File: src/rtl/auth_initiator_pkg.sv
// rtl/auth_initiator_pkg.sv - shared widths, message codes, error codes and one-hot states
package auth_initiator_pkg;

  localparam int AUTH_MSG_LEN = 256;
  localparam int AUTH_HDR_W   = 8;

  localparam logic [7:0] T_GET_DIGESTS     = 8'h81;
  localparam logic [7:0] T_GET_CERTIFICATE = 8'h82;
  localparam logic [7:0] T_CHALLENGE       = 8'h83;
  localparam logic [7:0] T_DIGESTS         = 8'h01;
  localparam logic [7:0] T_CERTIFICATE     = 8'h02;
  localparam logic [7:0] T_CHALLENGE_AUTH  = 8'h03;
  localparam logic [7:0] T_ERROR           = 8'h7F;
  localparam logic [7:0] RSP_TYPE_MASK     = 8'h7F;

  localparam logic [2:0] ERR_OK          = 3'd0;
  localparam logic [2:0] ERR_TIMEOUT     = 3'd1;
  localparam logic [2:0] ERR_BAD_VERSION = 3'd2;
  localparam logic [2:0] ERR_BAD_TYPE    = 3'd3;
  localparam logic [2:0] ERR_RESP_ERROR  = 3'd4;

  typedef enum logic [6:0] {
    S_IDLE  = 7'b0000001,
    S_BUILD = 7'b0000010,
    S_WAIT  = 7'b0000100,
    S_RETRY = 7'b0001000,
    S_CHECK = 7'b0010000,
    S_ACK   = 7'b0100000,
    S_DONE  = 7'b1000000
  } state_e;

endpackage

File: src/rtl/auth_timeout_timer.sv
// rtl/auth_timeout_timer.sv - saturating response-timeout counter
module auth_timeout_timer #(
  parameter int TIMEOUT_CYC = 1024
) (
  input  logic clk,
  input  logic reset,
  input  logic clear,
  input  logic enable,
  output logic expired
);

  localparam int CW = (TIMEOUT_CYC > 1) ? $clog2(TIMEOUT_CYC) : 1;
  localparam logic [CW-1:0] LAST = CW'(TIMEOUT_CYC - 1);

  logic [CW-1:0] cnt;

  // Holds at LAST instead of wrapping so expiry stays asserted until cleared
  always_ff @(posedge clk or negedge reset) begin
    if (!reset)
      cnt <= '0;
    else if (clear)
      cnt <= '0;
    else if (enable && (cnt != LAST))
      cnt <= cnt + 1'b1;
  end

  assign expired = (cnt == LAST);

endmodule

File: src/rtl/auth_initiator.sv
// rtl/auth_initiator.sv - authentication request initiator; AUTH_INIT_RETRY_EN enables timeout re-sends
module auth_initiator
  import auth_initiator_pkg::*;
#(
  parameter int MSG_LEN     = AUTH_MSG_LEN,
  parameter int HDR_VAR_W   = AUTH_HDR_W,
  parameter int PROTO_VER   = 1,
  parameter int TIMEOUT_CYC = 1024,
  parameter int MAX_RETRIES = 3
) (
  input  logic                         clk,
  input  logic                         reset,
  input  logic                         start,
  input  logic [HDR_VAR_W-1:0]         msg_type_in,
  input  logic [HDR_VAR_W-1:0]         param1_in,
  input  logic [HDR_VAR_W-1:0]         param2_in,
  input  logic [MSG_LEN-4*HDR_VAR_W-1:0] payload_in,
  output logic                         auth_req_out,
  output logic [MSG_LEN-1:0]           auth_msg_req_out,
  input  logic                         resp_req_in,
  input  logic [MSG_LEN-1:0]           auth_msg_resp_in,
  output logic                         ack_out,
  output logic                         busy,
  output logic                         done,
  output logic [MSG_LEN-1:0]           rsp_msg,
  output logic [2:0]                   err_code
);

  localparam logic [HDR_VAR_W-1:0] VER      = HDR_VAR_W'(PROTO_VER);
  localparam logic [HDR_VAR_W-1:0] TYPE_ERR = HDR_VAR_W'(T_ERROR);
  localparam logic [HDR_VAR_W-1:0] TYPE_MSK = HDR_VAR_W'(RSP_TYPE_MASK);

  state_e               state, state_n;
  logic [MSG_LEN-1:0]   lat_msg;
  logic                 expired;
  logic [2:0]           check_err;
  logic [HDR_VAR_W-1:0] rsp_ver, rsp_type, req_type;

  assign rsp_ver  = rsp_msg[MSG_LEN-1 -: HDR_VAR_W];
  assign rsp_type = rsp_msg[MSG_LEN-HDR_VAR_W-1 -: HDR_VAR_W];
  assign req_type = lat_msg[MSG_LEN-HDR_VAR_W-1 -: HDR_VAR_W];

  auth_timeout_timer #(.TIMEOUT_CYC(TIMEOUT_CYC)) u_timer (
    .clk     (clk),
    .reset   (reset),
    .clear   (state != S_WAIT),
    .enable  (state == S_WAIT),
    .expired (expired)
  );

`ifdef AUTH_INIT_RETRY_EN
  localparam int RW = (MAX_RETRIES > 0) ? $clog2(MAX_RETRIES + 1) : 1;
  logic [RW-1:0] retry_cnt;
  logic          retries_left;

  assign retries_left = (retry_cnt != RW'(MAX_RETRIES));

  always_ff @(posedge clk or negedge reset) begin
    if (!reset)
      retry_cnt <= '0;
    else if (state == S_IDLE)
      retry_cnt <= '0;
    else if ((state == S_RETRY) && retries_left)
      retry_cnt <= retry_cnt + 1'b1;
  end
`else
  logic unused_max_retries;
  assign unused_max_retries = ^MAX_RETRIES;
`endif

  always_ff @(posedge clk or negedge reset) begin
    if (!reset)
      state <= S_IDLE;
    else
      state <= state_n;
  end

  always_comb begin
    state_n = state;
    case (state)
      S_IDLE:  if (start) state_n = S_BUILD;
      S_BUILD: state_n = S_WAIT;
      S_WAIT: begin
        // A response arriving on the expiry cycle still counts as answered
        if (resp_req_in)
          state_n = S_CHECK;
        else if (expired)
`ifdef AUTH_INIT_RETRY_EN
          state_n = S_RETRY;
`else
          state_n = S_DONE;
`endif
      end
`ifdef AUTH_INIT_RETRY_EN
      S_RETRY: state_n = retries_left ? S_WAIT : S_DONE;
`endif
      S_CHECK: state_n = S_ACK;
      S_ACK:   if (!resp_req_in) state_n = S_DONE;
      S_DONE:  state_n = S_IDLE;
      default: state_n = S_IDLE;
    endcase
  end

  always_comb begin
    check_err = ERR_OK;
    if (rsp_ver != VER)
      check_err = ERR_BAD_VERSION;
    else if (rsp_type == TYPE_ERR)
      check_err = ERR_RESP_ERROR;
    else if (rsp_type != (req_type & TYPE_MSK))
      check_err = ERR_BAD_TYPE;
  end

  always_ff @(posedge clk or negedge reset) begin
    if (!reset) begin
      lat_msg          <= '0;
      auth_msg_req_out <= '0;
      rsp_msg          <= '0;
      err_code         <= ERR_OK;
    end else begin
      case (state)
        S_IDLE: if (start) begin
          lat_msg  <= {VER, msg_type_in, param1_in, param2_in, payload_in};
          rsp_msg  <= '0;
          err_code <= ERR_OK;
        end
        S_BUILD: auth_msg_req_out <= lat_msg;
        S_WAIT: begin
          if (resp_req_in)
            rsp_msg <= auth_msg_resp_in;
`ifndef AUTH_INIT_RETRY_EN
          else if (expired)
            err_code <= ERR_TIMEOUT;
`endif
        end
`ifdef AUTH_INIT_RETRY_EN
        S_RETRY: if (!retries_left) err_code <= ERR_TIMEOUT;
`endif
        S_CHECK: err_code <= check_err;
        default: ;
      endcase
    end
  end

  // Handshake outputs decode straight from one-hot state flops
  assign auth_req_out = (state == S_WAIT);
  assign ack_out      = (state == S_ACK);
  assign busy         = (state != S_IDLE);
  assign done         = (state == S_DONE);

endmodule

File: config.mk
export PLATFORM = sky130hd
export DESIGN_NAME = auth_initiator
export DESIGN_NICKNAME = d
export VERILOG_FILES = /design/src/rtl/auth_initiator_pkg.sv /design/src/rtl/auth_timeout_timer.sv /design/src/rtl/auth_initiator.sv
export SDC_FILE = /design/constraint.sdc
export NUM_CORES = 1
export LEC_CHECK = 0
export CAP_MARGIN = 10
export CORE_AREA = 3 3 403 405
export CTS_CLUSTER_SIZE = 12
export DETAILED_ROUTE_END_ITERATION = 10
export DIE_AREA = 0 0 406 408
export HOLD_SLACK_MARGIN = 0.15
export PLACE_DENSITY_LB_ADDON = 0.2
export REMOVE_ABC_BUFFERS = 1
export SYNTH_ARGS = -nofsm -noshare
export SYNTH_HDL_FRONTEND = slang
export SYNTH_SLANG_ARGS = --single-unit
File: constraint.sdc
create_clock -name clk -period 3.2 [get_ports clk]
set_input_delay 0.64 -clock clk [delete_from_list [all_inputs] [get_ports clk]]
set_output_delay 0.64 -clock clk [all_outputs]
set_load 0.05 [all_outputs]
======== Word level (Yosys, flattened, before mapping) ========
Index checks and enable logic that the tools add are counted.
storage, ports and cells
  output and inout bits ................... 519
  logic and storage cells ................. 51
  bits in registers ....................... 774
cells by class
  add/subtract/negate cells ............... 1
  equality and inequality tests ........... 19
  mux-type cells .......................... 17
  reductions and logical operators ........ 8
operators with widths
  operator                                                                 count
  256-bit 2-to-1 mux                                                       2
  256-bit one-hot mux with 2 select lines                                  1
  7-bit one-hot mux with 5 select lines                                    1
  7-bit 2-to-1 mux                                                         4
  10-bit 2-to-1 mux                                                        2
  3-bit 2-to-1 mux                                                         5
  10-bit by 1-bit adder with 10-bit output, second input constant          1
  10-bit == test, second input constant                                    1
  10-bit inequality test, second input constant                            1
  2-bit inequality test, second input constant                             5
  3-bit one-hot mux with 3 select lines                                    1
  8-bit by 7-bit == test with 1-bit output, second input constant          1
  8-bit by 1-bit inequality test with 1-bit output, second input constant  1
  8-bit by 7-bit inequality test with 1-bit output                         1
  7-bit by 1-bit == test with 1-bit output, second input constant          1
  7-bit by 2-bit == test with 1-bit output, second input constant          1
  7-bit by 3-bit == test with 1-bit output, second input constant          1
  7-bit by 5-bit == test with 1-bit output, second input constant          1
  7-bit by 6-bit == test with 1-bit output, second input constant          1
  7-bit == test, second input constant                                     1
  7-bit by 1-bit inequality test with 1-bit output, second input constant  1
  7-bit by 3-bit inequality test with 1-bit output, second input constant  1
  3-bit AND reduction                                                      2
  4-bit AND reduction                                                      1
  other kinds (6)                                                          7

======== Longest topological paths before layout ========
  word-level depth ........................ 5
  mapped depth ............................ 10
  gate-level depth less buffers ........... 5

======== Modules after synthesis ========
From an unflattened synthesis, not the netlist that was laid out.
unflattened totals
  cells, all modules ...................... 2,321
  area total of the unflattened synthesis .. 30,466.7 um^2
by module, submodules not included
  module              cells each  seq. area each (um^2)  times used  area each (um^2)
  auth_initiator      2,264       19,094.6               1           29,926.2
  auth_timeout_timer  57          250.2                  1           540.5

======== Worst setup path after synthesis ========
OpenSTA, ideal clock, no wires.
  path kind ............................... register to output
  from .................................... register state[6]
  to ...................................... output auth_req_out
  stages on the path, launching flop included .. 7
  path buffers ............................ 3
  data arrival time ....................... 1.878 ns
  path slack .............................. 0.682 ns
  path through ............................ dfrtp_1 > or4_1 > or3_1 > buf_6 > clkinv_2 > buf_6 > buf_2
between the ends
  cells in the longest elaborated chain, start to end .. 1
RTL lines
  what                                      line                   RTL
  from (decl)                               auth_initiator.sv:33   state_e state, state_n;
  from (signal assigned)                    auth_initiator.sv:75   state <= state_n;
  7-bit by 3-bit == test with 1-bit output  auth_initiator.sv:146  assign auth_req_out = (state == S_WAIT);
  to (decl)                                 auth_initiator.sv:18   output logic auth_req_out,
No other way between the ends.

======== Final worst setup path ========
Same ends and word-level chain as after synthesis.

==> metrics.yaml <==
synth_mux_area_share_pct: 18.2
rows: 146
placed_cell_area_um2: 43600
final-max-slew-violation-count: 0
reg2reg_depth: 6
synth-compound-area-share_pct: 11.1
cp.required_ns: 2.56
synthArstFlopShare_pct: 100
via_count: 22520
cts.reportedPaths.clkPinSlew_ns: 0.06
hold_viol: 0
syn_area_um2: 30700
synth_area_leader_cell: "dfrtp_1"
ctsHtreeMaxLevel: 3
synth_most_common_cell: "dfrtp_1"
grt_usage_pct: 15.1
finalCritPeriodShare_pct: 94.2
synth_top_family_by_area: "multiplexers"
p_leak_nw: 18.9
p_sw_w: 0.0223
post_drt_wl_per_cell_um: 23.3
maxSlewHeadroom_pct: 46.6
synthAdderAreaFrac_pct: 0.0407
grt_pass1_wl_mm: 183
syn_inst: 2317
cts_buffers: 94
path_depth: 4
clk_path_buf_depth: 3
synthTopCellsByCount: "772 x dfrtp_1, 497 x mux2_2, 260 x inv_1, 257 x o211ai_1, 195 x o21ai_0"
first_pass_iters: 5
synth_xor_area_share_pct: 0.285
p_int_w: 0.0298
layout.nets: 3851
synth_edf_count: 0
crit_buf_inv: 2
core_area_um2: 159000
min_path_type: "in -> reg"
vdd_ir_drop_max_uv: 647
status: "finished, final reports clean"
io_pins: 1027
areaGrowthSynthToFinish_pct: 52.5
synth_cell_types: 49
viasPerCell: 4.09
synth_top_area_share_pct: 62.8
finalClockSkew_ns: 0.0568
setup_violations: 0
start_util_pct: 19.4
final_area_um2: 46900
design_power_total_w: 0.0521
crit_type: "reg -> out"
die_w_um: 406
p_clk_share_pct: 21.3
slowest_delay_ns: 0.54
drt_iter0_markers: 1100
synth-simple-area-share_pct: 0.989
period_needed_ns: 3.02
start_kind: "register"
synth.avg_cell_area_um2: 13.3
ys.flop_type: "dfrtp_1"
drive_gt1_share_pct: 21.8
worst_pin_slew_ns: 0.802
grt_pass1_vias: 23787
antenna_found_initial: 45
gp_congestion: 0.811
drt-total-wl_mm: 128
cts_root_buf: "clkbuf_16"
crit_arrival_ns: 2.38
ys_top_cells_by_area: "dfrtp_1 63%, mux2_2 18%, o211ai_1 6.3%"
synth_seq_cells: 773
crit_slowest_cell: "or4_1"
min_path_cells: 2
port_buffers: 1019
die_area_um2: 166000
grt-ovfl-total: 0
drc: 0
drtAntennaViolNets: 0
hpwl_mm: 97.2
crit_path_end_kind: "output pin"
grt_max_degree: 152
path_cells: "or4_1 > or3_1 > inv_8 > buf_12"
rsz0062_at_grt: "false"
yosysSeqAreaShare_pct: 62.9
cts.sinks: 773
cts_tree: "done"
die_h_um: 408
ys_warn_count: 0
clock_latency_ns: 0.70
combPwrFrac_pct: 47.4
switching_share_pct: 42.9
max_freq_mhz: 332
crit_path_max_fanout: 9
seqPwrFrac_pct: 31.3
path_delay_family: "simple AND/OR/NAND/NOR gates"
power.density_nw_per_um2: 1110
cap_violations: 0
[layer usage]
layer	vias up	share of wire (%)	global-route usage, %
li1	10167	-	-
met1	11416	39	17.3
met2	705	50	26.0
met3	188	8.6	6.02
met4	44	2.8	4.40
met5	-	0.20	0
[power groups by stage]
stage / Combinational, W / Clock (W) / Sequential, W
4_1_cts: 0.0252 / 0.0116 / 0.0164
2_1_floorplan: 0.00512 / 0 / 0.0227
3_3_place_gp: 0.0250 / 0 / 0.0164
3_5_place_dp: 0.0251 / 0 / 0.0165
5_1_grt: 0.0259 / 0.0119 / 0.0169
6_report: 0.0247 / 0.0111 / 0.0163
[through the flow]
step                      std cells  setup WS (ns)  util [%]  hold WS (ns)  setup TNS (ns)
final                          5512          0.185      29.5         0.464               0
after global routing           5494         0.0216      29.5         0.387               0
after CTS                      5490         0.0862      29.5         0.368               0
after detailed placement       5317          0.562      27.4         0.450               0
after global placement         5317          0.563      27.4         0.459               0
after floorplan                2142          -9.69         -         0.344        -6442.97
[worst reg2reg max path, delay by kind of cell (launching register included)]
kind / cells / cell delay [ns]
and+or+nand+nor: 2 / 0.96
buffers and inverters: 2 / 0.81
AOI/OAI and AO/OA: 2 / 0.35
DFF: 1 / 0.42
[area by class of cell]
type	count	area, um2
fillers	16241	112000
flip-flops and latches	773	19300
repair buffers	1104	11200
multi-input cells	1108	9440
clock buffers	143	2840
well taps	2072	2590
inverters	261	987
clock inverters	29	407
diodes	22	55.1
[timing repair]
action                                  in CTS  in global routing
gates resized for setup                      3                  0
endpoints found under the hold margin       31                  0
hold buffers                                 1                  0
buffers inserted                             0                  0
endpoints found under the setup margin       3                  0
[cell usage in the layout (no fill, tap or decap), types with 2 or more instances in the layout]
cell type / count
clkbuf_16: 95
buf_4: 59
a21oi_1: 3
dlygate4sd2_1: 3
diode_2: 22
nor2_1: 14
buf_8: 2
a31oi_1: 2
or4_1: 4
o211a_1: 3
clkbuf_8: 28
xor2_1: 10
inv_16: 3
dfrtp_1: 772
mux2_2: 497
nand2_1: 7
and4b_1: 2
o21ai_1: 63
nand3_1: 4
clkinv_16: 2
nor4_1: 5
and3_1: 2
clkbuf_1: 20
clkdlybuf4s50_1: 1010
clkinvlp_4: 2
nand4_1: 6
o211ai_1: 257
buf_12: 29
conb_1: 7
o21ai_0: 195
inv_1: 260
bufinv_16: 6
nor3_1: 3
a211oi_1: 2
inv_6: 3
o31ai_1: 2
clkinv_2: 13
[sequential cells by signal, summed over array words and instances (netlist names)]
signal            flops
err_code              3
rsp_msg             256
lat_msg             249
u_timer.cnt          10
auth_msg_req_out    249
state                 6
[kinds of logic (layout without fill, tap and decap cells)]
| group | Yosys count | count (layout) |
|---|---|---|
| buf+inv | 442 | 1537 |
| simple gates | 55 | 55 |
| compound gates | 537 | 537 |
| xor+xnor | 10 | 10 |
| flops | 773 | 773 |
| mux | 498 | 498 |
| other cells | 1 | 29 |
| fa+ha+maj | 1 | 1 |
[worst paths after layout]
path	start	to	slack, ns
worst max-delay path	state[6]$_DFFE_PN0P_	auth_req_out	0.18
worst min-delay path	resp_req_in	state[2]$_DFFE_PN0P_	0.46
worst max register to register	state[6]$_DFFE_PN0P_	rsp_msg[236]$_DFFE_PN0P_	0.60
worst min register to register	lat_msg[248]$_DFFE_PN0P_	lat_msg[248]$_DFFE_PN0P_	0.47
max in group asynchronous	reset	auth_msg_req_out[145]$_DFFE_PN0N_	1.48
min in group asynchronous	reset	lat_msg[144]$_DFFE_PN0P_	0.61
No activity file was read; power rests on OpenSTA's default activity.
